File: src/rtl/fifo_pkg.sv
`default_nettype none
// ============================================================================
// fifo_pkg : shared types and helpers for the FIFO read-side stream engine
// Rev 1.0
// ============================================================================
package fifo_pkg;

   typedef enum logic [1:0] {ST_EMPTY, ST_ONE, ST_TWO} rd_state_t;

   // Beat counter width; a one-beat burst still needs a 1-bit counter.
   function automatic int beat_w(int n);
      return (n <= 1) ? 1 : $clog2(n);
   endfunction

endpackage
`default_nettype wire

File: src/rtl/fifo_rd_stream.sv
`default_nettype none
// ============================================================================
// fifo_rd_stream : show-ahead FIFO drain to valid/ready stream, 2-entry skid,
// burst framing. Optional stats ports under FIFO_RD_STREAM_STATS_EN.
// Rev 1.0
// ============================================================================
module fifo_rd_stream
   import fifo_pkg::*;
#(
   parameter int WIDTH     = 8,
   parameter int BURST_LEN = 16
) (
   input  logic             clock,
   input  logic             reset,
   input  logic             fifo_empty,
   input  logic [WIDTH-1:0] fifo_dout,
   output logic             fifo_rd,
   input  logic             flush,
   output logic             m_valid,
   input  logic             m_ready,
   output logic [WIDTH-1:0] m_data,
   output logic             m_last
`ifdef FIFO_RD_STREAM_STATS_EN
   ,
   output logic [31:0]      beat_total,
   output logic [31:0]      stall_cycles
`endif
);

   localparam int               CNT_W     = beat_w(BURST_LEN);
   localparam logic [CNT_W-1:0] LAST_BEAT = CNT_W'(BURST_LEN - 1);

   rd_state_t        state, state_nxt;
   logic [WIDTH-1:0] out_reg, skid_reg;
   logic [CNT_W-1:0] beat_cnt;
   logic             take, pop;
   logic             load_out, load_skid, from_skid;

   // Pop depends only on local state, never on m_ready.
   assign pop     = !fifo_empty && !flush && !reset && (state != ST_TWO);
   assign fifo_rd = pop;
   assign m_valid = (state != ST_EMPTY);
   assign take    = m_valid && m_ready;
   assign m_data  = out_reg;
   assign m_last  = m_valid && (beat_cnt == LAST_BEAT);

   always_ff @(posedge clock) begin
      if (reset) begin
         state    <= ST_EMPTY;
         out_reg  <= '0;
         skid_reg <= '0;
         beat_cnt <= '0;
      end else begin
         state <= state_nxt;
         if (load_out)
            out_reg <= from_skid ? skid_reg : fifo_dout;
         if (load_skid)
            skid_reg <= fifo_dout;
         if (flush)
            beat_cnt <= '0;
         else if (take)
            beat_cnt <= (beat_cnt == LAST_BEAT) ? '0 : beat_cnt + 1'b1;
      end
   end

   always_comb begin
      state_nxt = state;
      load_out  = 1'b0;
      load_skid = 1'b0;
      from_skid = 1'b0;
      if (flush) begin
         state_nxt = ST_EMPTY;
      end else begin
         case (state)
            ST_EMPTY: begin
               if (pop) begin
                  load_out  = 1'b1;
                  state_nxt = ST_ONE;
               end
            end
            ST_ONE: begin
               if (pop && take) begin
                  load_out = 1'b1;
               end else if (pop) begin
                  load_skid = 1'b1;
                  state_nxt = ST_TWO;
               end else if (take) begin
                  state_nxt = ST_EMPTY;
               end
            end
            ST_TWO: begin
               if (take) begin
                  load_out  = 1'b1;
                  from_skid = 1'b1;
                  state_nxt = ST_ONE;
               end
            end
            default: state_nxt = ST_EMPTY;
         endcase
      end
   end

`ifdef FIFO_RD_STREAM_STATS_EN
   always_ff @(posedge clock) begin
      if (reset) begin
         beat_total   <= '0;
         stall_cycles <= '0;
      end else begin
         if (take)
            beat_total <= beat_total + 32'd1;
         if (m_valid && !m_ready)
            stall_cycles <= stall_cycles + 32'd1;
      end
   end
`endif

endmodule
`default_nettype wire

File: config.mk
export PLATFORM = sky130hd
export DESIGN_NAME = fifo_rd_stream
export DESIGN_NICKNAME = d
export VERILOG_FILES = /design/src/rtl/fifo_pkg.sv /design/src/rtl/fifo_rd_stream.sv
export SDC_FILE = /design/constraint.sdc
export NUM_CORES = 1
export LEC_CHECK = 0
export ABC_CLOCK_PERIOD_IN_PS = 1300
export CAP_MARGIN = 20
export CORE_ASPECT_RATIO = 0.7
export CORE_MARGIN = 2
export CORE_UTILIZATION = 44
export CTS_CLUSTER_SIZE = 12
export DETAILED_ROUTE_END_ITERATION = 7
export GPL_TIMING_DRIVEN = 0
export PLACE_DENSITY = 0.72
export SLEW_MARGIN = 20
export SYNTH_ARGS = -nofsm -noshare
export SYNTH_HDL_FRONTEND = slang
export SYNTH_SLANG_ARGS = --single-unit
File: constraint.sdc
create_clock -name clock -period 1.3 [get_ports clock]
set_clock_uncertainty 0.05 [all_clocks]
set_input_delay 0.26 -clock clock [delete_from_list [all_inputs] [get_ports clock]]
set_output_delay 0.26 -clock clock [all_outputs]
set_load 0.1 [all_outputs]
==> results of run 1 <==
## logic make-up (layout without fill, tap and decap cells)
logic type	Yosys count	after routing	synth area share (%)
AO/OA/AOI/OAI	43	43	24.97
buffers and inverters	12	53	8.657
XOR/XNOR	1	1	0.7771
adder cells (fa/ha/maj)	1	1	1.110
AND/OR/NAND/NOR	32	32	17.43
flip-flops	22	22	39.07
multiplexers	9	9	7.991
## critical path, cell delays in order, from the launching register on
cell and delay, ps:
dfxtp_2 350, buf_6 120, or2_4 240, nor3b_4 160
buf_12 160
## layer usage
metal  vias to the layer above  global-route usage [%]  part of all wire [%]
met5                         -                       0                     0
met4                         0                   11.49                   2.8
met3                        12                   4.890                   5.1
met2                        36                   35.63                    47
met1                       549                   26.11                    45
li1                        542                       -                     -
## worst paths after layout
path / end / slack, ps / from / cells past startpoint
min: m_data[0] / 70 / reset / 2
min reg2reg: skid_reg[7] / 430 / skid_reg[7] / 2
max: m_last / -370 / state[0] / 4
max reg2reg: skid_reg[5] / -290 / state[0] / 5
## area by class of cell
cell class	count	area, sq um	area share (%)
plain buffers	10	132.6	6.919
clock buffers	4	36.28	1.893
repair buffers	38	417.9	21.80
multi-input cells	86	828.3	43.21
well taps	34	42.54	2.219
flip-flops and latches	22	455.4	23.76
inverters	1	3.754	0.1958
## power groups by stage
stage / sequential (mW) / clock, mW / combinational (mW)
6_report: 0.709 / 0.392 / 0.421
5_1_grt: 0.711 / 0.430 / 0.440
4_1_cts: 0.703 / 0.396 / 0.350
3_5_place_dp: 0.718 / 0 / 0.321
3_3_place_gp: 0.717 / 0 / 0.320
2_1_floorplan: 0.814 / 0 / 0.138
## cell usage in the layout, fill, tap and decap left out, types with 2 or more instances in the layout
cell,netlist,layout
buf_4,1,9
dfxtp_1,22,10
a311oi_2,0,6
a21oi_1,12,10
mux2i_4,0,2
clkbuf_16,0,2
o21ai_2,0,8
nand2_1,3,2
buf_6,3,22
nor2_1,6,5
mux2i_1,9,5
a21oi_2,0,2
buf_12,1,4
clkbuf_4,0,3
or2_4,0,3
mux2i_2,0,2
a211oi_2,0,6
clkdlybuf4s50_1,0,8
dfxtp_2,0,12
nand3_1,9,9
a211oi_1,9,3
## repair_timing
action,in CTS,in global routing
pin swaps,7,16
buffers inserted,12,5
hold endpoints to repair,0,0
resized for setup,93,48
cloned,0,2
setup endpoints to repair,30,31
==> flow_summary.yaml, run 1 <==
power:
  p_int_mw: 1.036
  clock_power_share_pct: 25.8
  power_frac_comb_pct: 27.7
  vdd_ir_drop_max_v: 0.0007276
  power_switching_mw: 0.4856
  cellPowerDensity_mw_per_mm2: 793.6
  pwr-share-seq_pct: 46.6
  power_mw: 1.521
  p_sw_share_pct: 31.92
  p_leak_nw: 0.6833
worst_setup_path:
  critPathArrivalTime_ps: 1360
  cp-start-kind: "flop"
  path_max_fanout: 3
  worstSetupPathType: "flop to primary output"
  end_kind: "primary output"
  worstPathRequired_ps: 990
clock_tree:
  cts-root-buf: "clkbuf_4"
  worstSkewPairLatency_ps: 330
  cts_tree: "built"
  clock_path_buffers: 2
  cts_sinks: 22
  cts_hold_buf: 0
  h-tree-depth: 1
  clkTransAtPathRegs_ps: 130
  cts-buffers-inserted: 3
floorplan:
  coreArea_sq_mm: 0.002440
  top_level_ports: 24
  start_util_pct: 46.21
  die-area_sq_mm: 0.002990
  die_x_um: 64.50
  fp.dieH_um: 46.35
  rows: 15
timing:
  slew_headroom_pct: 37.14
  hold_viol_final: 0
  fin_crit_sh_pct: 128.1
  worst_slack_ps: -365.5
  hold_slack_ps: 72.41
  rsz0062_at_grt: "yes"
  slew_viol_final: 0
  setup_violations: 20
  fmax_mhz: 600.4
  worst_pin_slew_ps: 939.4
  fin_crit_ps: 1666
  setup_tns_ps: -4748
finish:
  diodes: 0
  final_cells: 195
  final_area_sq_mm: 0.001917
  area_growth_pct: 70.03
  finalNetCount: 176
  fillers: 141
  drive_above_1_share_pct: 59.01
  final_util_pct: 78.56
synth:
  synth_top_area_share_pct: 39.07
  synth_flop_cell: "dfxtp_1"
  synth_top_area_cell: "dfxtp_1"
  ys_seq_area_share_pct: 39.07
  ys_warn_count: 0
  syn_area_sq_mm: 0.001127
  yosysMostFrequentCell: "dfxtp_1"
  synth_edf_count: 0
  synth_nets: 134
  synthTopCellsByCount: "22 x dfxtp_1, 12 x a21oi_1, 9 x a211oi_1, 9 x mux2i_1, 9 x nand3_1"
  syn_area_per_cell_sq_um: 9.394
  async_flop_share_pct: 0
  ys_ff_latch: 22
  netlist_instances: 120
  synth_area_leaders: "dfxtp_1 39%, mux2i_1 8.0%, a311oi_1 6.2%"
  ys_types: 33
global_route:
  grt_pass1_wl_um: 4664
  gr-total-overflow: 0
  antenna_found_initial: 0
  grt_max_degree: 13
  grt.total_usage_pct: 21.25
  grt_pass1_vias: 1007
run_status:
  violations: "setup timing"
  run_status: "complete, but fails checks"
placement:
  portBuffers: 20
  post-place-cells: 174
  dp_hpwl_um: 1858
  routabilityCongestion: 0.7717
  place_area_sq_mm: 0.001444
  place_ws_ps: -1518
min_path:
  hp-class: "input port to flop"
drt:
  wl_um: 3306
  vias_per_cell: 5.841
  wire_per_inst_um: 16.95
  vias: 1139
  postRouteAntennaNets: 0
  first_pass_iters: 4
  drt_iter0_markers: 46
  drc: 0
job:
  cap_violations: 0
Power figures use the tool's default switching activity.
==> run 2: changes to the inputs <==
--- a/config.mk
+++ b/config.mk
@@ -14,6 +14,7 @@
 export DETAILED_ROUTE_END_ITERATION = 7
 export GPL_TIMING_DRIVEN = 0
 export PLACE_DENSITY = 0.72
+export REMOVE_ABC_BUFFERS = 1
 export SLEW_MARGIN = 20
 export SYNTH_ARGS = -nofsm -noshare
 export SYNTH_HDL_FRONTEND = slang
==> flow_summary.yaml, run 2 (synthesis gave the netlist of run 1 again) <==
finish:
  final_cells: 189
  drive_above_1_share_pct: 52.90
  diodes: 0
  area_growth_pct: 55.49
  fillers: 165
  layout_commonest_cell: "dfxtp_1"
  seq_area_sq_um: 452.9
  finalNetCount: 171
  final_cell_mix: "18 x dfxtp_1, 15 x buf_4, 12 x buf_6, 11 x a21oi_1, 9 x nand3_1"
  final_area_sq_mm: 0.001753
  multi_input_area_sq_um: 805.8
power:
  power_switching_mw: 0.4631
  p_leak_nw: 0.6203
  p_int_mw: 0.9355
  vdd_ir_drop_max_v: 0.0005194
  power_frac_comb_pct: 27.6
  cellPowerDensity_mw_per_mm2: 797.9
  clock_power_share_pct: 22.3
  p_sw_share_pct: 33.11
  power_mw: 1.399
  pwr-share-seq_pct: 50.1
clock_tree:
  cts-buffers-inserted: 3
  clock_path_buffers: 2
  cts-root-buf: "clkbuf_4"
  worstSkewPairLatency_ps: 310
  clkTransAtPathRegs_ps: 120
  cts_sinks: 22
  h-tree-depth: 1
  cts_tree: "built"
global_route:
  grt.total_usage_pct: 21.23
  grt_pass1_wl_um: 4754
  grt_max_degree: 20
  antenna_found_initial: 0
  grt_pass1_vias: 1004
  gr-total-overflow: 0
placement:
  place_area_sq_mm: 0.001306
  post-place-cells: 166
  portBuffers: 23
  dp_hpwl_um: 1686
  routabilityCongestion: 0.7584
floorplan:
  coreArea_sq_mm: 0.002440
  die_x_um: 64.50
  rows: 15
  die-area_sq_mm: 0.002990
  fp.dieH_um: 46.35
  top_level_ports: 24
  start_util_pct: 46.21
worst_setup_path:
  worstSetupPathType: "flop to primary output"
  path_cells: "ha_4 > nand2_4 > nor3b_2 > buf_6"
  crit_buf_inv: 1
  slowest_delay_ps: 370
  end_kind: "primary output"
  cpMaxStageDelayCell: "dfxtp_2"
  critPathArrivalTime_ps: 1320
  crit_family: "flip-flops"
  worstPathRequired_ps: 990
  cp-start-kind: "flop"
  path_max_fanout: 2
drt:
  wl_um: 3350
  route.met3.wl_um: 212
  wirelength_met1_um: 1493
  wl_met2_um: 1600
  postRouteAntennaNets: 0
  highest_layer: "met4"
  drt_iter0_markers: 118
  wire_per_inst_um: 17.72
  drc: 0
  vias_per_cell: 5.958
  vias: 1126
  first_pass_iters: 4
timing:
  slew_headroom_pct: 58.53
  hold_viol_final: 0
  worst_pin_slew_ps: 619.8
  rsz0062_at_grt: "yes"
  hold_slack_ps: 236.8
  worst_slack_ps: -333.6
  fin_crit_sh_pct: 125.7
  setup_violations: 19
  fmax_mhz: 612.2
  fin_crit_ps: 1634
  slew_viol_final: 0
run_status:
  run_status: "complete, but fails checks"
  violations: "setup timing"
min_path:
  hp-class: "input port to flop"
job:
  cap_violations: 0
## run 2: final timing paths
check,slack (ps),depth (start not counted),to,from
max,-330,4,m_last,beat_cnt[0]
min,240,2,skid_reg[2],reset
max reg2reg,-310,5,m_data[0],state[0]
min reg2reg,430,2,skid_reg[2],skid_reg[2]
## run 2: per-layer routing
| metal | GRT usage [%] | vias up |
|---|---|---|
| met1 | 27.57 | 543 |
| li1 | - | 528 |
| met2 | 36.25 | 49 |
| met3 | 5.379 | 6 |
| met5 | 0 | - |
| met4 | 5.106 | 0 |
## run 2: final cells by class
class | instances | share of cell area (%)
Clock buffer | 3 | 1.285
Inverter | 1 | 0.2141
Multi-Input combinational cell | 87 | 45.97
Timing Repair Buffer | 42 | 24.27
Tap cell | 34 | 2.427
Sequential cell | 22 | 25.84
## run 2: timing repair
action / in CTS / in global routing
buffers inserted: 15 / 4
gates cloned: 1 / 0
hold buffers: 0 / 0
endpoints found under the setup margin: 33 / 30
resized for setup: 123 / 38
pin swaps: 14 / 12
## run 2: through the flow
step / setup TNS, ps / setup slack [ps] / util [%]
2_1_floorplan: -7458 / -2291 / -
3_3_place_gp: -24500 / -1936 / 53.54
3_5_place_dp: -25270 / -1973 / 53.54
4_1_cts: -3056 / -332.5 / 65.49
5_1_grt: -5416 / -410.6 / 71.85
6_report: -4786 / -333.6 / 71.85
## run 2: power by group through the flow
stage / Sequential (mW) / Combinational (mW) / Clock (mW)
finish: 0.701 / 0.386 / 0.312
global route: 0.704 / 0.398 / 0.355
CTS: 0.700 / 0.338 / 0.316
detailed placement: 0.719 / 0.294 / 0
global placement: 0.718 / 0.292 / 0
floorplan: 0.813 / 0.0945 / 0
